===== config.mk =====
export PLATFORM = sky130hd
export DESIGN_NAME = gcd_lcm_cop
export DESIGN_NICKNAME = d
export VERILOG_FILES = /design/src/rtl/gcd_lcm_cop.sv
export SDC_FILE = /design/constraint.sdc
export NUM_CORES = 1
export LEC_CHECK = 0
export CORE_ASPECT_RATIO = 1.2
export CORE_MARGIN = 2
export CORE_UTILIZATION = 25
export CTS_CLUSTER_SIZE = 28
export DETAILED_ROUTE_END_ITERATION = 6
export GPL_TIMING_DRIVEN = 0
export PLACE_DENSITY_LB_ADDON = 0.12
export SLEW_MARGIN = 30
export SYNTH_ARGS = -nofsm -noshare
export SYNTH_HDL_FRONTEND = slang
export SYNTH_SLANG_ARGS = --single-unit

===== constraint.sdc =====
create_clock -name clk -period 3.25 [get_ports clk]
set_input_delay 0.4875 -clock clk [delete_from_list [all_inputs] [get_ports clk]]
set_output_delay 0.4875 -clock clk [all_outputs]
set_load 0.02 [all_outputs]

===== src/rtl/gcd_lcm_cop.sv =====
// gcd_lcm_cop: iterative GCD/LCM coprocessor responder.
// Request word: A=[WIDTH-1:0], B=[2*WIDTH-1:WIDTH], op=[2*WIDTH] (0=GCD, 1=LCM).
// The result is returned zero-extended on copAns, and Done pulses for one cycle.
// Optional macro GCD_LCM_COP_LCM_EN enables the LCM engine. Without it, every
// request runs GCD and the op bit is ignored.
//
// state | meaning
// IDLE  | waiting for Start; operands latched on the Start edge
// GCD   | subtractive GCD, one step per cycle
// LCM   | additive LCM (multiples race until equal), one step per cycle
// DONE  | Done pulse cycle; copAns valid, returns to IDLE
module gcd_lcm_cop #(
   parameter int WIDTH = 8
) (
   input  logic        clk,
   input  logic        reset,
   input  logic        Start,
   input  logic [31:0] WDFinal,
   output logic [31:0] copAns,
   output logic        Done,
   output logic        Busy
);

   localparam int RW = 2 * WIDTH;

   typedef enum logic [1:0] {
      S_IDLE = 2'd0,
      S_GCD  = 2'd1,
      S_LCM  = 2'd2,
      S_DONE = 2'd3
   } state_t;

   state_t           state;
   logic [WIDTH-1:0] a;
   logic [WIDTH-1:0] b;
   logic [WIDTH-1:0] in_a;
   logic [WIDTH-1:0] in_b;

   assign in_a = WDFinal[WIDTH-1:0];
   assign in_b = WDFinal[RW-1:WIDTH];

`ifdef GCD_LCM_COP_LCM_EN
   logic [RW-1:0]    m1;
   logic [RW-1:0]    m2;
   logic [WIDTH-1:0] op_a;
   logic [WIDTH-1:0] op_b;
   logic             unused_bits;
   assign unused_bits = ^WDFinal[31:RW+1];
`else
   logic             unused_bits;
   assign unused_bits = ^WDFinal[31:RW];
`endif

   // Controller FSM with registered Done/Busy/copAns and the compute datapath
   always_ff @(posedge clk) begin
      if (reset) begin
         state  <= S_IDLE;
         copAns <= '0;
         Done   <= 1'b0;
         Busy   <= 1'b0;
         a      <= '0;
         b      <= '0;
`ifdef GCD_LCM_COP_LCM_EN
         m1     <= '0;
         m2     <= '0;
         op_a   <= '0;
         op_b   <= '0;
`endif
      end else begin
         case (state)
            S_IDLE: begin
               Done <= 1'b0;
               if (Start) begin
                  Busy <= 1'b1;
`ifdef GCD_LCM_COP_LCM_EN
                  if (WDFinal[RW]) begin
                     m1    <= {{WIDTH{1'b0}}, in_a};
                     m2    <= {{WIDTH{1'b0}}, in_b};
                     op_a  <= in_a;
                     op_b  <= in_b;
                     state <= S_LCM;
                  end else begin
                     a     <= in_a;
                     b     <= in_b;
                     state <= S_GCD;
                  end
`else
                  a     <= in_a;
                  b     <= in_b;
                  state <= S_GCD;
`endif
               end
            end
            S_GCD: begin
               if (a == '0) begin
                  copAns <= {{(32-WIDTH){1'b0}}, b};
                  Done   <= 1'b1;
                  state  <= S_DONE;
               end else if (b == '0 || a == b) begin
                  copAns <= {{(32-WIDTH){1'b0}}, a};
                  Done   <= 1'b1;
                  state  <= S_DONE;
               end else if (a > b) begin
                  a <= a - b;
               end else begin
                  b <= b - a;
               end
            end
`ifdef GCD_LCM_COP_LCM_EN
            S_LCM: begin
               if (op_a == '0 || op_b == '0) begin
                  copAns <= '0;
                  Done   <= 1'b1;
                  state  <= S_DONE;
               end else if (m1 == m2) begin
                  copAns <= {{(32-RW){1'b0}}, m1};
                  Done   <= 1'b1;
                  state  <= S_DONE;
               end else if (m1 < m2) begin
                  m1 <= m1 + {{WIDTH{1'b0}}, op_a};
               end else begin
                  m2 <= m2 + {{WIDTH{1'b0}}, op_b};
               end
            end
`endif
            S_DONE: begin
               Done  <= 1'b0;
               Busy  <= 1'b0;
               state <= S_IDLE;
            end
            default: begin
               Done  <= 1'b0;
               Busy  <= 1'b0;
               state <= S_IDLE;
            end
         endcase
      end
   end

endmodule

==> tab_implementation.tex <==
\begin{tabular}{lr}
\hline
Metric & Value \\
\hline
\multicolumn{2}{l}{\textbf{Synth}} \\
Synth Register Bits & 28 \\
Share of flip-flops with an asynchronous set or reset after synthesis & 0\% \\
EDFF count, synth & 0 \\
Predominant post-synthesis flop cell & sky130\_fd\_sc\_hd\_\_dfxtp\_1 \\
Number of warnings issued by yosys & 0 \\
Syn avg cell area & 7.94 um\^{}2 \\
Number of instances in the synthesized netlist & around 290 \\
Number of distinct library cell variants in the gate-level netlist after synthesis & 44 \\
Post-Syn Area & 2280 um\^{}2 \\
Sequential share of the synthesized area & 24.6\% \\
\multicolumn{2}{l}{\textbf{Clock network}} \\
Maximum clock path buffer count & 2 \\
H-tree depth reported by CTS & 1 \\
Clock transition at the register clock pins on the worst setup and hold paths after CTS & 0.10 ns \\
Cts bufs inserted & 3 \\
CTS tree & done \\
Number of gates given a new drive strength after cts & 0 \\
Post-CTS setup repair buffer count & 0 \\
Worst-Skew Late Latency & 0.27 ns \\
Root Buffer Master & sky130\_fd\_sc\_hd\_\_clkbuf\_8 \\
Number of hold buffers added after CTS & 0 \\
Clock sink count & 28 \\
\multicolumn{2}{l}{\textbf{Routing}} \\
Via Count & 2147 \\
Detail Route Antenna Nets & 0 \\
Top routing layer in use & met4 \\
Via count normalized by instance count & $\sim$4.6 \\
Met1 wire length & 3030 um \\
Detail Route met3 WL & roughly 170 um \\
Met2 routed wirelength & 3400 um \\
Final routed DRC violation total & 0 \\
Detailed Route Iter0 Violations & 109 \\
Detailed-routing iteration count for the pre-antenna-repair pass & 4 \\
Overall routed net length & 6660 um \\
Avg WL per Cell & between 10 and 15 um \\
\multicolumn{2}{l}{\textbf{Global route}} \\
Global-route wire length before repair & 10500 um \\
Number of antenna violations at the first check in global routing & 0 \\
Gr ovfl total & 0 \\
Overall Global Routing Usage & 13.5\% \\
Maximum number of pins on one net before global-route repair & 16 \\
Number of global-route vias before repair & approximately 2000 \\
\multicolumn{2}{l}{\textbf{Cells and area}} \\
Fraction of final layout cells sized beyond drive strength 1 & 14.0\% \\
Area occupied by registers & around 560 um\^{}2 \\
Non-filler instance count after layout & 462 \\
ANT cells & 0 \\
Total area of multi-input combinational cells & 1470 um\^{}2 \\
Final-layout fill cell count & 1022 \\
Total number of nets in the final design & just under 400 \\
Final core utilization & a little under a third \\
Design Area, Final & roughly 2900 um\^{}2 \\
Syn-to-layout area delta & 25.1\% \\
\multicolumn{2}{l}{\textbf{Floorplan}} \\
Area of the die & a little under 10000 um\^{}2 \\
Initial standard-cell utilization of the core & 25.5\% \\
Core box area & 8940 um\^{}2 \\
Width of the chip & 91.2 um \\
Overall die height & 109 um \\
Row Count & 38 \\
Boundary Pins & 69 \\
\multicolumn{2}{l}{\textbf{STA}} \\
Worst slew slack as a fraction of its limit & slightly below 50\% \\
Final Critical Period & 2.70 ns \\
Post-route fraction of the period consumed by the critical path & around 83\% \\
Actual slew at the worst max-slew pin & 0.773 ns \\
Setup-failing EPs final & 0 \\
Final total negative setup slack & 0 ns \\
Fin Clk Skew & 0.00432 ns \\
Final hold violation count & 0 \\
Pins over their slew limit & 0 \\
Setup repair after global routing missed its margin & no \\
Max frequency & roughly 0.37 GHz \\
\multicolumn{2}{l}{\textbf{Worst setup path}} \\
Master of the slowest instance on the critical path & sky130\_fd\_sc\_hd\_\_dfxtp\_1 \\
Reg2reg start & a[0] \\
Required time at the worst-slack endpoint & around 3.4 ns \\
Reg-to-reg setup timing slack & 0.55 ns \\
Maximum cell stage delay along the critical path & 0.47 ns \\
Crit path arrival time & $\sim$2.9 ns \\
R2r endpoint & b[6] \\
Largest fanout of any net on the critical path & 8 \\
Crit Path Class & register to register \\
Crit path capture type & register \\
Number of cells on the worst reg-to-reg path & 9 \\
Startpoint Class & register \\
Cell Chain, Critical Path & inv\_1, ha\_1, fa\_1, nand2b\_2, a211oi\_1, o21ai\_1, a31o\_1, buf\_6, mux2\_4 \\
\multicolumn{2}{l}{\textbf{Worst hold path}} \\
Endpoint of the worst hold path & copAns[2] \\
Class of the tightest hold or removal check & register to register \\
Worst Hold Launch & copAns[2] \\
Worst hold path cell count & 2 \\
\multicolumn{2}{l}{\textbf{Place}} \\
Placed Cells incl. Taps & 458 \\
Number of buffers added on ports & 28 \\
Placer's final routability congestion estimate & 0.821 \\
Area after detailed placement & 2800 um\^{}2 \\
Detailed placer's ending HPWL & 5470 um \\
\multicolumn{2}{l}{\textbf{Pwr}} \\
Static power due to leakage & 0.00113 uW \\
Power density over cell area & between 1000 and 1500 nW/um\^{}2 \\
Maximum ir drop on the vdd rail & 0.364 mV \\
\multicolumn{2}{l}{\textbf{Outcome}} \\
Outcome & finished clean \\
\multicolumn{2}{l}{\textbf{Run}} \\
Number of maximum-capacitance violations & 0 \\
\hline
\end{tabular}
kinds of logic after synthesis:
| logic type | share of synthesized area [%] |
|---|---|
| adder cells (fa/ha/maj) | 9.99 |
| other | 0.164 |
| buffers and inverters | 14.7 |
| AND/OR/NAND/NOR | 17.9 |
| flip-flops | 24.6 |
| AO/OA/AOI/OAI | 30.4 |
| multiplexers | 2.31 |
state kept, by name, summed over array words and instances, names as in the netlist:
name and count:
Busy 1, Done 1, a 8, b 8
copAns 8, state 2
how the worst max path moves through the flow:
stage | startpoint | endpoint | slack (ns) | cells past startpoint
final | a[0] | b[6] | 0.55 | 9
after floorplan | a[0] | b[5] | 0.89 | 9
after detailed placement | a[0] | b[5] | 0.56 | 9
after CTS | a[0] | b[5] | 0.54 | 9
after global placement | a[0] | b[6] | 0.53 | 9
after global routing | a[0] | b[6] | 0.38 | 9
area by class of cell:
class	instances	area share, %
buffer	41	9.21
inverter	19	2.50
clock buffer	4	1.93
sequential	28	19.7
tap	120	5.27
timing repair buffer	28	9.83
multi-input combinational	222	51.6
routing by layer:
metal / vias up / global-route usage [%]
li1: 1114 / -
met2: 48 / 24.9
met1: 981 / 17.0
met5: - / 0
met3: 4 / 0.557
met4: 0 / 3.90
stage by stage:
stage / total power (uW) / hold slack (ns) / setup WS (ns)
6_report: 3360 / 0.502 / 0.551
5_1_grt: 3700 / 0.532 / 0.378
4_1_cts: 3370 / 0.507 / 0.543
3_5_place_dp: 3140 / 0.493 / 0.556
3_3_place_gp: 3130 / 0.483 / 0.530
2_1_floorplan: 2460 / 0.497 / 0.889
synthesized netlist by cell type (2+ instances only):
library cell / n / area share (%)
sky130_fd_sc_hd__a31oi_1: 5 / 1.4
sky130_fd_sc_hd__nand2_1: 11 / 1.8
sky130_fd_sc_hd__nor4_1: 6 / 1.6
sky130_fd_sc_hd__o21a_1: 2 / 0.66
sky130_fd_sc_hd__nand3_1: 2 / 0.44
sky130_fd_sc_hd__mux2_2: 2 / 0.99
sky130_fd_sc_hd__a211oi_1: 22 / 7.2
sky130_fd_sc_hd__a311oi_1: 14 / 5.4
sky130_fd_sc_hd__o21bai_1: 4 / 1.3
sky130_fd_sc_hd__o31a_1: 4 / 1.5
sky130_fd_sc_hd__fa_1: 2 / 1.8
sky130_fd_sc_hd__mux2_4: 2 / 1.3
sky130_fd_sc_hd__inv_1: 19 / 3.1
sky130_fd_sc_hd__nand3b_1: 5 / 1.6
sky130_fd_sc_hd__nor2_1: 27 / 4.4
sky130_fd_sc_hd__nor2b_1: 4 / 1.1
sky130_fd_sc_hd__dfxtp_1: 28 / 25
sky130_fd_sc_hd__a21boi_0: 2 / 0.66
sky130_fd_sc_hd__or3_1: 2 / 0.55
sky130_fd_sc_hd__nand4_1: 3 / 0.82
sky130_fd_sc_hd__nand2b_1: 9 / 2.5
sky130_fd_sc_hd__buf_2: 6 / 1.3
sky130_fd_sc_hd__clkbuf_1: 8 / 1.3
sky130_fd_sc_hd__or4_1: 2 / 0.66
sky130_fd_sc_hd__nor3_1: 3 / 0.66
sky130_fd_sc_hd__buf_4: 25 / 8.2
sky130_fd_sc_hd__o221a_2: 4 / 2.0
sky130_fd_sc_hd__ha_1: 15 / 8.2
sky130_fd_sc_hd__o32a_1: 2 / 0.88
sky130_fd_sc_hd__o21ai_0: 7 / 1.5
sky130_fd_sc_hd__a21oi_1: 27 / 5.9
report_power, final:
part / leakage, uW / internal, uW / switching [uW]
clock: 0.0000288 / 108 / 109
combinational: 0.000866 / 990 / 1450
sequential: 0.000231 / 501 / 202
total: 0.00113 / 1600 / 1760
cells in the final DEF (no fill, tap or decap), types with 7 or more instances in the layout:
cell,instances
sky130_fd_sc_hd__conb_1,24
sky130_fd_sc_hd__ha_1,15
sky130_fd_sc_hd__o21ai_0,7
sky130_fd_sc_hd__inv_1,19
sky130_fd_sc_hd__a211oi_1,22
sky130_fd_sc_hd__nand2_1,11
sky130_fd_sc_hd__clkbuf_1,8
sky130_fd_sc_hd__nand2b_1,9
sky130_fd_sc_hd__nor2_1,27
sky130_fd_sc_hd__a21oi_1,27
sky130_fd_sc_hd__clkdlybuf4s50_1,28
sky130_fd_sc_hd__dfxtp_1,28
sky130_fd_sc_hd__a311oi_1,14
sky130_fd_sc_hd__buf_4,25
critical path: cells and delay by family (launching register included):
| kind | cells | cell delay, ns |
|---|---|---|
| compound gates | 3 | 0.80 |
| fa+ha+maj | 2 | 0.60 |
| flops | 1 | 0.47 |
| mux | 1 | 0.29 |
| buf+inv | 2 | 0.22 |
| simple gates | 1 | 0.22 |
No activity file was read; power rests on OpenSTA's default activity.
